[src/rtl/gp_wb_arbiter.sv]
// gp_wb_arbiter
//   Shares the single scalar write port of the GP-Core register file (R0-R7)
//   between N_REQ writeback sources using round-robin arbitration. The
//   accepted write is registered and presented to the register file one
//   cycle later. An 8-entry pending scoreboard tracks reserved destinations
//   so issue logic can interlock on RAW/WAW hazards.
//
//   Ports:
//     clk, rst_n          core clock, synchronous active-low reset
//     req_valid/ready     per-source handshake (ready is combinational)
//     req_addr/req_data   per-source destination register and write data
//     wb_stall            blocks all grants this cycle
//     scalar_we/waddr/wdata  registered register-file write port
//     rsv_valid/rsv_addr  destination reservation from issue
//     busy                pending-write bit per register
//     rsv_conflict        pulse: reservation hit an already-busy register
//
//   Optional feature, enabled by defining GP_WB_PERF_EN:
//     perf_conflict_cnt   saturating count of multi-requester cycles (no stall)
//     perf_stall_cnt      saturating count of stalled cycles with a request
//     perf_clr            synchronous clear of both counters
module gp_wb_arbiter #(
    parameter int N_REQ = 3,
    parameter int DW    = 32
) (
    input  logic                clk,
    input  logic                rst_n,
    input  logic [N_REQ-1:0]    req_valid,
    output logic [N_REQ-1:0]    req_ready,
    input  logic [N_REQ*3-1:0]  req_addr,
    input  logic [N_REQ*DW-1:0] req_data,
    input  logic                wb_stall,
    output logic                scalar_we,
    output logic [2:0]          scalar_waddr,
    output logic [DW-1:0]       scalar_wdata,
    input  logic                rsv_valid,
    input  logic [2:0]          rsv_addr,
    output logic [7:0]          busy,
`ifdef GP_WB_PERF_EN
    output logic [15:0]         perf_conflict_cnt,
    output logic [15:0]         perf_stall_cnt,
    input  logic                perf_clr,
`endif
    output logic                rsv_conflict
);

    localparam int              PW     = $clog2(N_REQ);
    localparam logic [PW:0]     NREQ_W = (PW+1)'(N_REQ);
    localparam logic [PW-1:0]   LAST   = PW'(N_REQ - 1);

    logic [PW-1:0] ptr_q, ptr_d;
    logic          we_q;
    logic [2:0]    waddr_q;
    logic [DW-1:0] wdata_q;
    logic [7:0]    busy_q, busy_d;
    logic          conf_q, conf_d;

    logic [PW:0]   cand;
    logic [PW-1:0] grant_idx;
    logic          found;
    logic          transfer;
    logic [2:0]    sel_addr;
    logic [DW-1:0] sel_data;

    // Scan sources starting at the pointer; the one-bit-wider candidate
    // index lets the wrap be a plain compare against N_REQ.
    always_comb begin
        req_ready = '0;
        grant_idx = '0;
        found     = 1'b0;
        cand      = '0;
        for (int k = 0; k < N_REQ; k++) begin
            cand = {1'b0, ptr_q} + (PW+1)'(k);
            if (cand >= NREQ_W) begin
                cand = cand - NREQ_W;
            end
            if (!found && req_valid[cand[PW-1:0]]) begin
                found     = 1'b1;
                grant_idx = cand[PW-1:0];
            end
        end
        if (found && rst_n && !wb_stall) begin
            req_ready[grant_idx] = 1'b1;
        end
        transfer = |req_ready;
    end

    always_comb begin
        sel_addr = '0;
        sel_data = '0;
        for (int i = 0; i < N_REQ; i++) begin
            if (grant_idx == PW'(i)) begin
                sel_addr = req_addr[3*i +: 3];
                sel_data = req_data[DW*i +: DW];
            end
        end
    end

    always_comb begin
        ptr_d = ptr_q;
        if (transfer) begin
            ptr_d = (grant_idx == LAST) ? '0 : grant_idx + 1'b1;
        end
    end

    // Clear first, then set: a reservation landing on the register being
    // written back this cycle leaves it busy.
    always_comb begin
        busy_d = busy_q;
        if (we_q) begin
            busy_d[waddr_q] = 1'b0;
        end
        if (rsv_valid) begin
            busy_d[rsv_addr] = 1'b1;
        end
        conf_d = rsv_valid && busy_q[rsv_addr] && !(we_q && (waddr_q == rsv_addr));
    end

    always_ff @(posedge clk) begin
        if (!rst_n) begin
            ptr_q   <= '0;
            we_q    <= 1'b0;
            waddr_q <= '0;
            wdata_q <= '0;
            busy_q  <= '0;
            conf_q  <= 1'b0;
        end else begin
            ptr_q  <= ptr_d;
            we_q   <= transfer;
            busy_q <= busy_d;
            conf_q <= conf_d;
            if (transfer) begin
                waddr_q <= sel_addr;
                wdata_q <= sel_data;
            end
        end
    end

    assign scalar_we    = we_q;
    assign scalar_waddr = waddr_q;
    assign scalar_wdata = wdata_q;
    assign busy         = busy_q;
    assign rsv_conflict = conf_q;

`ifdef GP_WB_PERF_EN
    logic [15:0] pconf_q, pstall_q;
    logic        multi_req;
    logic        stall_req;

    assign multi_req = ($countones(req_valid) > 1) && !wb_stall;
    assign stall_req = wb_stall && (|req_valid);

    always_ff @(posedge clk) begin
        if (!rst_n || perf_clr) begin
            pconf_q  <= '0;
            pstall_q <= '0;
        end else begin
            if (multi_req && (pconf_q != 16'hFFFF)) begin
                pconf_q <= pconf_q + 16'd1;
            end
            if (stall_req && (pstall_q != 16'hFFFF)) begin
                pstall_q <= pstall_q + 16'd1;
            end
        end
    end

    assign perf_conflict_cnt = pconf_q;
    assign perf_stall_cnt    = pstall_q;
`endif

endmodule
[config.mk]
export PLATFORM = sky130hd
export DESIGN_NAME = gp_wb_arbiter
export DESIGN_NICKNAME = d
export VERILOG_FILES = /design/src/rtl/gp_wb_arbiter.sv
export SDC_FILE = /design/constraint.sdc
export NUM_CORES = 1
export LEC_CHECK = 0
export ABC_AREA = 0
export BUFFER_PORTS_ARGS = -buffer_cell sky130_fd_sc_hd__buf_2
export CAP_MARGIN = 40
export CORE_MARGIN = 5
export CORE_UTILIZATION = 25
export CTS_CLUSTER_DIAMETER = 50
export CTS_CLUSTER_SIZE = 14
export DETAILED_ROUTE_END_ITERATION = 12
export GPL_TIMING_DRIVEN = 0
export PLACE_DENSITY = 0.48
export SLEW_MARGIN = 40
export SYNTH_ARGS = -nofsm -noshare
export SYNTH_HDL_FRONTEND = slang
export SYNTH_SLANG_ARGS = --single-unit
[constraint.sdc]
create_clock -name clk -period 2.1 [get_ports clk]
set_clock_uncertainty 0.15 [all_clocks]
set_input_delay 0.315 -clock clk [delete_from_list [all_inputs] [get_ports clk]]
set_output_delay 0.315 -clock clk [all_outputs]
set_load 0.01 [all_outputs]
Word level (Yosys, flattened, before mapping)
Cells that the tools add are included.
{ "totals": {"ff_bits": 47, "in_bits": 115, "out_inout_bits": 48} }
{ "classes": {"n_addsub": 6, "magnitude_cmp": 12, "n_eq_ne": 3, "mux": 33, "bitwise": 3, "n_reduce_logical": 16} }
{ "op_table": {"columns": ["op", "count"], "rows": [
  ["32-bit 2-to-1 mux", 3],
  ["8-bit 2-to-1 mux", 2],
  ["2-bit 2-to-1 mux", 7],
  ["2-bit by 3-bit less-than comparator with 1-bit output, second input constant", 4],
  ["3-bit 2-to-1 mux", 4],
  ["1-bit logical AND", 10],
  ["1-bit 2-to-1 mux", 10],
  ["8-bit bitwise AND", 1],
  ["3-bit by 4-bit less-than comparator with 1-bit output, second input constant", 2],
  ["8-bit NOT", 1],
  ["8-bit bitwise OR", 1],
  ["1-bit binary-select mux with 2-bit select", 3],
  ["1-bit demux with 3-bit select", 2],
  ["3-bit by 1-bit greater-or-equal comparator with 1-bit output, second input constant", 2],
  ["3-bit by 2-bit greater-or-equal comparator with 1-bit output, second input constant", 2],
  ["2-bit subtractor, second input constant", 3],
  ["1-bit zero test", 4],
  ["2-bit by 1-bit adder with 3-bit output, second input constant", 1],
  ["2-bit by 2-bit adder with 3-bit output, second input constant", 1],
  ["1-bit binary-select mux with 3-bit select", 1],
  ["3-bit equality test", 1],
  ["3-bit OR reduction", 1],
  ["2-bit by 1-bit adder with 2-bit output, second input constant", 1],
  ["1-bit demux with 2-bit select", 1],
  ["5 further kinds", 5]
]} }

Depth between registers and ports, before layout
{ "depth": {"depth_word": 17, "depth_mapped": 10} }

Worst setup path before layout
OpenSTA, ideal clock, no wires.
{ "synth_timing": {"kind": "reg-to-output", "from": "register ptr_q[0]", "to": "output req_ready[0]", "arrival_ns": 1.964, "required_ns": 1.635, "slack_ns": -0.329, "stages_incl_launch_ff": 9, "n_path_buf": 1, "cell_sequence": "dfxtp_1 inv_1 ha_1 nor2b_1 o21ai_4 nand2_2 or4_4 buf_6 a21oi_1"} }
{ "synth_via": {"elab_chain_cells": 16, "elab_cells_between_ends": 35, "classes_between": "add/sub: 5; order compare: 5; mux: 18; reduce/logical: 7"} }
{ "synth_lines": {"columns": ["item", "line", "source"], "rows": [
  ["start: declaration", "51", "logic [PW-1:0] ptr_q, ptr_d;"],
  ["start signal: assignment", "128", "ptr_q <= ptr_d;"],
  ["branches (longest 15 deep; another with 2-bit by 1-bit adder with 3-bit output)", null, null],
  ["3-bit 2-to-1 mux (*)", "82", "if (found && rst_n && !wb_stall) begin"],
  ["end: declaration", "29", "output logic [N_REQ-1:0] req_ready,"]
]} }
Every way passes the cells marked *. The select of a mux whose other input is x is not followed.

Worst setup path after layout
{ "layout_timing": {"from": "register ptr_q[1]", "to": "output req_ready[0]"} }
The elaborated chain is that of the path after synthesis.

==> flow_summary.yaml <==
setup_path:
  required_ns: 1.63
  reg2regPathDepth: 13
  setup.worst_path.class: "flop to output pin"
  slowest_stage: "or4_4"
  r2r-end: "scalar_wdata[12]"
  startpoint_type: "flop"
  cp_max_fo: 5
  arrival_ns: 2.18
  cp_slowest_stage_delay_ns: 0.44
  path_cells: "inv_4 -> ha_4 -> nand2b_4 -> or3b_4 -> nand2_2 -> or4_4 -> buf_8 -> a21oi_4 -> buf_6"
  reg2reg_slack_ns: -0.37
  r2r-start: "ptr_q[0]"
  end_kind: "output pin"
synthesis:
  syn_nets: 447
  syn_area_um2: 2840
  synth-seq-area-share: 0.332
  synth_edf_count: 0
  avgSynthCellArea_um2: 8.65
  ys_async_sr_fraction: 0
  syn-instance-count: 328
  ys_ff_latch: 47
  ys.flop_type: "dfxtp_1"
  ys.warnings.count: 0
  synth_cell_types: 44
min_path:
  hp-class: "input port to flop"
  min_to: "scalar_wdata[20]"
  worstHoldPathCells: 3
  min_from: "req_data[52]"
die:
  die-area_um2: 13600
  die_w_um: 117
  coreArea_um2: 11300
  die_h_um: 117
  rows: 39
  start_util: 0.252
  io-pin-count: 163
power_and_ir_drop:
  comb_power_share: 0.543
  power_density_nw_per_um2: 985
  p_switching_uw: 1790
  p_seq_frac: 0.255
  ir_drop_v: 0.000438
  power.share.switching: 0.377
  clkPwrFrac: 0.202
  intPower_uw: 2950
  total_leakage_power_uw: 0.00214
sta:
  clock.fmax_ghz: 0.379
  hold_viol: 0
  slew_headroom: 0.624
  drv_slew: 0
  worst_slew_pin_slew_ns: 0.564
  rsz0062_at_grt: "yes"
  setup_tns_ns: -13.25
  period_share: 1.26
  finalSetupViolCount: 41
  setup_ws_ns: -0.540
  timing.final.crit_period_ns: 2.64
clock_network:
  cts-buffers-inserted: 5
  cts_tree: "done"
  htree_levels: 2
  insertion_delay_ns: 0.29
  ctsHoldBuffers: 0
  root_buffer: "clkbuf_16"
  clkTransAtPathRegs_ns: 0.07
  clockBufferDepth: 2
  clock-sinks: 47
outcome:
  outcome: "complete, but fails checks"
  violations: "setup timing"
place:
  dp_hpwl_mm: 8.45
  port_buffers: 159
  dpl.cell_count: 630
  place_congestion: 0.828
layout:
  final-instance-count-excl-fill: 668
  antennaDiodeCount: 0
  layout-drive-gt1-share: 0.531
  layout_commonest_cell: "buf_2"
  syn_to_final_growth_pct: 69.6
  layout_common_cells: "158 x buf_2, 45 x dfxtp_1, 33 x o21ai_1"
  final_net_count: 643
global_route:
  grt_max_degree: 15
  grt_use_total: 0.170
  grt_overflow: 0
  grt_pass1_wl_mm: 18.1
  antenna_found_initial: 1
  grt_pass1_vias: 3409
drt:
  vias: 3303
  ant_nets: 0
  drt_pre_antenna_iters: 6
  post_drt_wl_per_cell_um: 17.7
  drt_iter0_drc: 133
  viasPerCell: 4.94
  totalWireLength_mm: 11.8
  drc_errors: 0
job:
  cap_violations: 0
## cells in the mapped netlist, types with 5 or more instances
cell	number	area (um^2)
o211ai_1	26	195
dfxtp_1	47	941
o21ai_0	7	35.0
o21ai_1	35	175
nand2_1	16	60.1
buf_2	10	50.1
nor2b_1	5	31.3
a21boi_0	8	60.1
o22ai_1	9	56.3
o221ai_1	9	78.8
o21a_1	26	195
nand3_1	7	35.0
a22o_1	26	228
clkbuf_1	10	37.5
nand2b_1	7	43.8
nor2_1	30	113
## per-stage QoR
stage          power, uW  worst slack (ns)  hold WS, ns  instance area [um^2]   util
2_1_floorplan       2500           -0.0914        0.297                  2900      -
3_3_place_gp        3160            -0.559        0.286                  3880  0.344
3_5_place_dp        3150            -0.561        0.292                  3880  0.344
4_1_cts             4590            -0.520        0.137                  4600  0.408
5_1_grt             5050            -0.644        0.159                  4810  0.427
6_report            4740            -0.540        0.139                  4810  0.427
## logic make-up after synthesis
kind of cell	synth area share
multiplexers	0.0317
buffers and inverters	0.0750
XOR/XNOR	0.00926
AND/OR/NAND/NOR	0.134
adder cells (fa/ha/maj)	0.0176
flip-flops	0.332
AO/OA/AOI/OAI	0.400
## power by group through the flow
stage	combinational (uW)	clock (uW)	sequential, uW
floorplan	1230	0	1270
global placement	1950	0	1210
detailed placement	1950	0	1210
CTS	2410	982	1200
global route	2810	1010	1230
finish	2570	956	1210
## state kept, by name, indices dropped and copies added (netlist names)
name and flops:
busy 8, ptr_q 2, rsv_conflict 1, scalar_waddr 3, scalar_wdata 32, scalar_we 1
## timing repair
action                     CTS  global route
cloned                       2             3
gates resized for setup     68            33
buffers inserted            19            11
setup endpoints to repair   40            41
pin swaps                   19            19
## metal layers
metal / global-route usage / routed length [um] / vias up
li1: - / - / 1623
met1: 0.211 / 4900 / 1541
met2: 0.282 / 5780 / 116
met3: 0.0539 / 854 / 21
met4: 0.0550 / 252 / 2
met5: 0 / 13 / -
## area by class of cell
cell class              instances  area (um^2)
repair buffers                189         1170
multi-input cells             247         1980
clock inverters                 2         35.0
fillers                      1143         6460
plain buffers                  30          333
well taps                     143          179
flip-flops and latches         47          948
inverters                       4         32.5
clock buffers                   6          139
## worst max-delay path: cells and delay by family, from the launching register on
| kind | cells | cell delay (ns) |
|---|---|---|
| simple gates | 4 | 0.88 |
| flops | 1 | 0.38 |
| compound gates | 1 | 0.15 |
| buf+inv | 3 | 0.31 |
| fa+ha+maj | 1 | 0.17 |
## worst max-delay path by stage
stage / start / slack (ns) / to
finish: ptr_q[1] / -0.54 / req_ready[0]
global route: ptr_q[1] / -0.64 / req_ready[0]
CTS: ptr_q[1] / -0.52 / req_ready[0]
detailed placement: ptr_q[1] / -0.56 / req_ready[0]
global placement: ptr_q[1] / -0.56 / req_ready[0]
floorplan: ptr_q[0] / -0.09 / req_ready[0]
Note: power is estimated with default switching activity, not from simulation.
